**src/rtl/acc_pkg.sv**
```systemverilog
// Shared types and helpers for the sequential matrix-multiply accelerator.
//   acc_state_e   : controller state encoding (IDLE, MAC, DONE)
//   acc_w_default : default result width, 2*DAT_W + clog2(N)
//   idx           : row-major element index r*n + c
package acc_pkg;

  typedef enum logic [1:0] {
    IDLE,
    MAC,
    DONE
  } acc_state_e;

  function automatic int unsigned acc_w_default(input int unsigned dat_w, input int unsigned n);
    return 2 * dat_w + $clog2(n);
  endfunction

  function automatic int unsigned idx(input int unsigned r, input int unsigned c,
                                      input int unsigned n);
    return r * n + c;
  endfunction

endpackage

```
**src/rtl/mac_unit.sv**
```systemverilog
// Combinational multiply-accumulate: sum = addend + ext(a * b), modulo 2^ACC_W.
//   a, b        in  DAT_W  operands
//   addend      in  ACC_W  value the product is added to
//   signed_mode in  1      1: two's complement operands, 0: unsigned
//   sum         out ACC_W  result
module mac_unit
  import acc_pkg::*;
#(
  parameter int unsigned DAT_W = 8,
  parameter int unsigned ACC_W = acc_w_default(8, 3)
) (
  input  logic [DAT_W-1:0] a,
  input  logic [DAT_W-1:0] b,
  input  logic [ACC_W-1:0] addend,
  input  logic             signed_mode,
  output logic [ACC_W-1:0] sum
);

  localparam int unsigned PW = 2 * DAT_W;

  logic [PW-1:0]    w_a_ext;
  logic [PW-1:0]    w_b_ext;
  logic [PW-1:0]    w_prod;
  logic [ACC_W-1:0] w_prod_ext;

  always_comb begin
    w_a_ext    = {{DAT_W{signed_mode & a[DAT_W-1]}}, a};
    w_b_ext    = {{DAT_W{signed_mode & b[DAT_W-1]}}, b};
    // Low PW bits of the product of extended operands are correct for both modes.
    w_prod     = w_a_ext * w_b_ext;
    w_prod_ext = {{(ACC_W - PW){signed_mode & w_prod[PW-1]}}, w_prod};
    sum        = addend + w_prod_ext;
  end

endmodule

```
**src/rtl/mat_mac_seq.sv**
```systemverilog
// Sequential N x N matrix multiply, C = A*B or C += A*B, one MAC per cycle.
//   clk, rst_n            clock, asynchronous active-low reset
//   start                 run request, sampled only in IDLE
//   accumulate            1: C += A*B, 0: C = A*B (sampled with start)
//   signed_mode           1: signed operands, 0: unsigned (sampled with start)
//   mat_a, mat_b          row-major operands, captured on the start edge
//   busy                  high in MAC
//   done                  one-cycle pulse when C is complete
//   mat_c                 row-major registered result
module mat_mac_seq
  import acc_pkg::*;
#(
  parameter int unsigned DAT_W = 8,
  parameter int unsigned N     = 3,
  parameter int unsigned ACC_W = acc_w_default(DAT_W, N)
) (
  input  logic                        clk,
  input  logic                        rst_n,
  input  logic                        start,
  input  logic                        accumulate,
  input  logic                        signed_mode,
  input  logic [N*N-1:0][DAT_W-1:0]   mat_a,
  input  logic [N*N-1:0][DAT_W-1:0]   mat_b,
  output logic                        busy,
  output logic                        done,
  output logic [N*N-1:0][ACC_W-1:0]   mat_c
);

  localparam int unsigned CNT_W = $clog2(N);
  localparam int unsigned IDX_W = $clog2(N * N);
  localparam logic [CNT_W-1:0] LAST = CNT_W'(N - 1);

  acc_state_e r_state, w_state_next;

  logic [N*N-1:0][DAT_W-1:0] r_a, r_b;
  logic [N*N-1:0][ACC_W-1:0] r_c;
  logic                      r_acc, r_signed;
  logic [CNT_W-1:0]          r_i, r_j, r_k;
  logic [CNT_W-1:0]          w_i_next, w_j_next, w_k_next;
  logic [ACC_W-1:0]          r_sum;

  logic             w_last_k, w_last;
  logic [IDX_W-1:0] w_a_idx, w_b_idx, w_c_idx;
  logic [ACC_W-1:0] w_base, w_addend, w_sum;

  assign w_last_k = (r_k == LAST);
  assign w_last   = w_last_k && (r_j == LAST) && (r_i == LAST);

  assign w_a_idx = IDX_W'(idx(32'(r_i), 32'(r_k), N));
  assign w_b_idx = IDX_W'(idx(32'(r_k), 32'(r_j), N));
  assign w_c_idx = IDX_W'(idx(32'(r_i), 32'(r_j), N));

  // First product of an element starts from the old C value (accumulate) or zero.
  assign w_base   = r_acc ? r_c[w_c_idx] : '0;
  assign w_addend = (r_k == '0) ? w_base : r_sum;

  mac_unit #(
    .DAT_W (DAT_W),
    .ACC_W (ACC_W)
  ) u_mac (
    .a           (r_a[w_a_idx]),
    .b           (r_b[w_b_idx]),
    .addend      (w_addend),
    .signed_mode (r_signed),
    .sum         (w_sum)
  );

  always_comb begin
    w_state_next = r_state;
    busy         = 1'b0;
    done         = 1'b0;
    unique case (r_state)
      IDLE: if (start) w_state_next = MAC;
      MAC: begin
        busy = 1'b1;
        if (w_last) w_state_next = DONE;
      end
      DONE: begin
        done         = 1'b1;
        w_state_next = IDLE;
      end
      default: w_state_next = IDLE;
    endcase
  end

  // k innermost, then j, then i; counters sit at zero outside MAC.
  always_comb begin
    w_i_next = r_i;
    w_j_next = r_j;
    w_k_next = r_k;
    if (r_state != MAC) begin
      w_i_next = '0;
      w_j_next = '0;
      w_k_next = '0;
    end else if (!w_last_k) begin
      w_k_next = r_k + 1'b1;
    end else begin
      w_k_next = '0;
      if (r_j != LAST) begin
        w_j_next = r_j + 1'b1;
      end else begin
        w_j_next = '0;
        w_i_next = (r_i == LAST) ? '0 : r_i + 1'b1;
      end
    end
  end

  always_ff @(posedge clk or negedge rst_n) begin
    if (!rst_n) begin
      r_state <= IDLE;
    end else begin
      r_state <= w_state_next;
    end
  end

  always_ff @(posedge clk or negedge rst_n) begin
    if (!rst_n) begin
      r_a      <= '0;
      r_b      <= '0;
      r_c      <= '0;
      r_acc    <= 1'b0;
      r_signed <= 1'b0;
      r_i      <= '0;
      r_j      <= '0;
      r_k      <= '0;
      r_sum    <= '0;
    end else begin
      if (r_state == IDLE && start) begin
        r_a      <= mat_a;
        r_b      <= mat_b;
        r_acc    <= accumulate;
        r_signed <= signed_mode;
      end
      if (r_state == MAC) begin
        r_sum <= w_sum;
        if (w_last_k) r_c[w_c_idx] <= w_sum;
      end
      r_i <= w_i_next;
      r_j <= w_j_next;
      r_k <= w_k_next;
    end
  end

  assign mat_c = r_c;

endmodule

```
**config.mk**
```make
export PLATFORM = sky130hd
export DESIGN_NAME = mat_mac_seq
export DESIGN_NICKNAME = d
export VERILOG_FILES = /design/src/rtl/acc_pkg.sv /design/src/rtl/mac_unit.sv /design/src/rtl/mat_mac_seq.sv
export SDC_FILE = /design/constraint.sdc
export NUM_CORES = 1
export LEC_CHECK = 0
export BUFFER_PORTS_ARGS = -buffer_cell sky130_fd_sc_hd__buf_4
export CAP_MARGIN = 0
export CORE_ASPECT_RATIO = 1.2
export CORE_MARGIN = 2
export CORE_UTILIZATION = 30
export DETAILED_ROUTE_END_ITERATION = 8
export GPL_ROUTABILITY_DRIVEN = 0
export PLACE_DENSITY = 0.53
export SETUP_SLACK_MARGIN = 0.5
export SLEW_MARGIN = 20
export SYNTH_ARGS = -nofsm -noshare
export SYNTH_HDL_FRONTEND = slang
export SYNTH_SLANG_ARGS = --single-unit
```
**constraint.sdc**
```tcl
create_clock -name clk -period 20.7 [get_ports clk]
set_clock_uncertainty 0.1 [all_clocks]
set_input_delay 2.07 -clock clk [delete_from_list [all_inputs] [get_ports clk]]
set_output_delay 2.07 -clock clk [all_outputs]
set_load 0.05 [all_outputs]
```
==> results.cfg <==
[outcome]
status = complete, no violations

[timing]
final_hold_viol_count = 0
setup_violations = 0
fmax_ghz = 0.101
worstMarginPinSlew_ns = 1.16
whs_ns = 0.373
fin_setup_tns_ns = 0
slew_violations = 0
period_share = 0.480
max-slew-margin-rel = 0.224
rsz0062_at_grt = no
period_needed_ns = 9.94

[clock_network]
cts_setup_buffers = 0
clk_pin_slew_ns = 0.06
cts_tree = yes
root_buffer = clkbuf_16
cts_resized = 0
ctsHoldBuffers = 0
cts_buffer_depth = 3
clkLatencyLatePin_ns = 0.58
cts_buffers = 40
cts_max_level = 2
clock_sinks = 334

[synth]
synthFlopType = dfrtp_1
synth_cells = 1699
yosysSeqAreaShare = 0.439
synth_area_mm2 = 0.0190
synth_edf_count = 0
synthMuxAreaShare = 0.190
synth-adder-area-share = 0.114
synth.yosys.warnings = 0
synth_seq_cells = 334
synth_compound_area_frac = 0.102
avgSynthCellArea_um2 = 11.2
synth_top_family_by_area = multiplexers
synthArstFlopShare = 1.00
synth_xor_xnor_area_share = 0.0151
yosys.area_share.simple = 0.0975
syn_nets = 1980
synth_cell_types = 63

[finish]
layout_commonest_cell = buf_4
fillCellCount = 6228
final_core_util = 0.377
syn2layout_area_growth_pct = 25.0
mostFrequentLayoutCells = buf_4 (338), dfrtp_1 (334), nand2_1 (227), o21ai_0 (169), mux2_2 (167)
multi_input_area_mm2 = 0.00990
diodes = 0
finalNetCount = 2265
seq_area_mm2 = 0.00836
drive_gt1_frac = 0.337

[floorplanning]
die_h_um = 280
initial_core_util = 0.302
fp.dieW_um = 234
core-area_mm2 = 0.0631
num_rows = 101
die_area_mm2 = 0.0655
io_pins = 313

[setup_path]
cp_max_fo = 12
critPathMaxStageDelay_ns = 0.76
slowest_stage = o22ai_1
critPathKind = reg2reg
cp.required_ns = 21.04
crit_arrival_ns = 10.28
r2r_slack_ns = 10.76
crit_top_cell = fa_1
worstSetupEndpointType = flop
startpoint_type = flop

[global_routing]
track_usage = 0.183
grt_pass1_vias = 14598
grt_max_degree = 117
antenna_found_initial = 1
grt-ovfl-total = 0
grt_pass1_wl_um = 90800

[detailed_routing]
drc_errors = 0
via_per_inst = 4.94
wirelength_um = 59700
drtAntennaViolNets = 0
drt_iter0_markers = 740
wl_per_cell_um = 21.0
via_count = 14022
drt_pass1_iterations = 5

[min_path]
hp-class = reg2reg

[job]
drv_cap = 0

[placement]
dpl.hpwl_um = 45200
io_buffers = 312
-- sequential cells by signal, indices dropped and copies added, names as in the netlist --
| register | flops |
|---|---|
| mat_c | 162 |
| r_a | 72 |
| r_b | 72 |
| r_sum | 18 |
| r_i | 2 |
| r_j | 2 |
| r_k | 2 |
| r_state | 2 |
| r_acc | 1 |
| r_signed | 1 |
-- cell families after synthesis --
| family | Yosys count |
|---|---|
| xor gates and xnor gates | 29 |
| and+or+nand+nor | 419 |
| muxes | 255 |
| buffers and inverters | 212 |
| adders and majority gates | 132 |
| DFF | 334 |
| AOI/OAI and AO/OA | 318 |
-- per-stage QoR --
| step | setup WS [ns] | instances | area [µm²] |
|---|---|---|---|
| CTS | 10.68 | 2837 | 23800 |
| global placement | 10.82 | 2766 | 22300 |
| floorplan | 11.77 | 1699 | 19000 |
| detailed placement | 10.68 | 2766 | 22300 |
| finish | 10.76 | 2837 | 23800 |
| global route | 9.94 | 2837 | 23800 |
-- layer usage --
metal  up-vias  routed length, µm  global-route usage
met4         0               1950              0.0589
met3        99               4770              0.0514
met1      7001              23800               0.224
met5         -                  0                   0
met2       436              29100               0.309
li1       6486                  -                   -
-- cell type report --
cell class | count | area share
Clock buffer | 49 | 0.0464
Clock inverter | 22 | 0.0165
Inverter | 115 | 0.0181
Multi-Input combinational cell | 1153 | 0.416
Sequential cell | 334 | 0.351
Tap cell | 824 | 0.0433
Timing Repair Buffer | 340 | 0.108
-- cell usage after synthesis (all sizes together), types with 19 or more instances --
cell type	count	area share
nor2b	19	0.0062
nand2	227	0.045
mux2i	20	0.011
ha	64	0.042
mux2	167	0.099
nor2	84	0.017
inv	115	0.023
mux4	68	0.081
clkbuf	81	0.016
o31ai	20	0.0079
nand2b	21	0.0069
a21oi	32	0.0084
fa	68	0.072
o21ai	186	0.051
dfrtp	334	0.44
o2111ai	19	0.0087
-- path summary, 6_finish.rpt --
kind                              to  startpoint  cells past startpoint
min in group asynchronous    r_b[27]       rst_n                      1
setup / recovery           mat_c[35]      r_i[0]                     31
setup reg to reg           mat_c[35]      r_i[0]                     31
hold reg to reg            r_sum[17]   r_sum[17]                      2
max in group asynchronous   r_sum[9]       rst_n                      2
hold / removal             r_sum[17]   r_sum[17]                      2
-- worst max-delay path: cells and delay by family (launching register included) --
family / cells / cell delay [ns]
XOR/XNOR: 3 / 1.07
AND/OR/NAND/NOR: 5 / 1.04
buffers and inverters: 4 / 0.26
flip-flops: 1 / 0.47
AO/OA/AOI/OAI: 10 / 3.09
adder cells (fa/ha/maj): 9 / 3.79
Power is not shown: default switching activity piles up to over one toggle a cycle in this logic, so the estimate is an artifact.
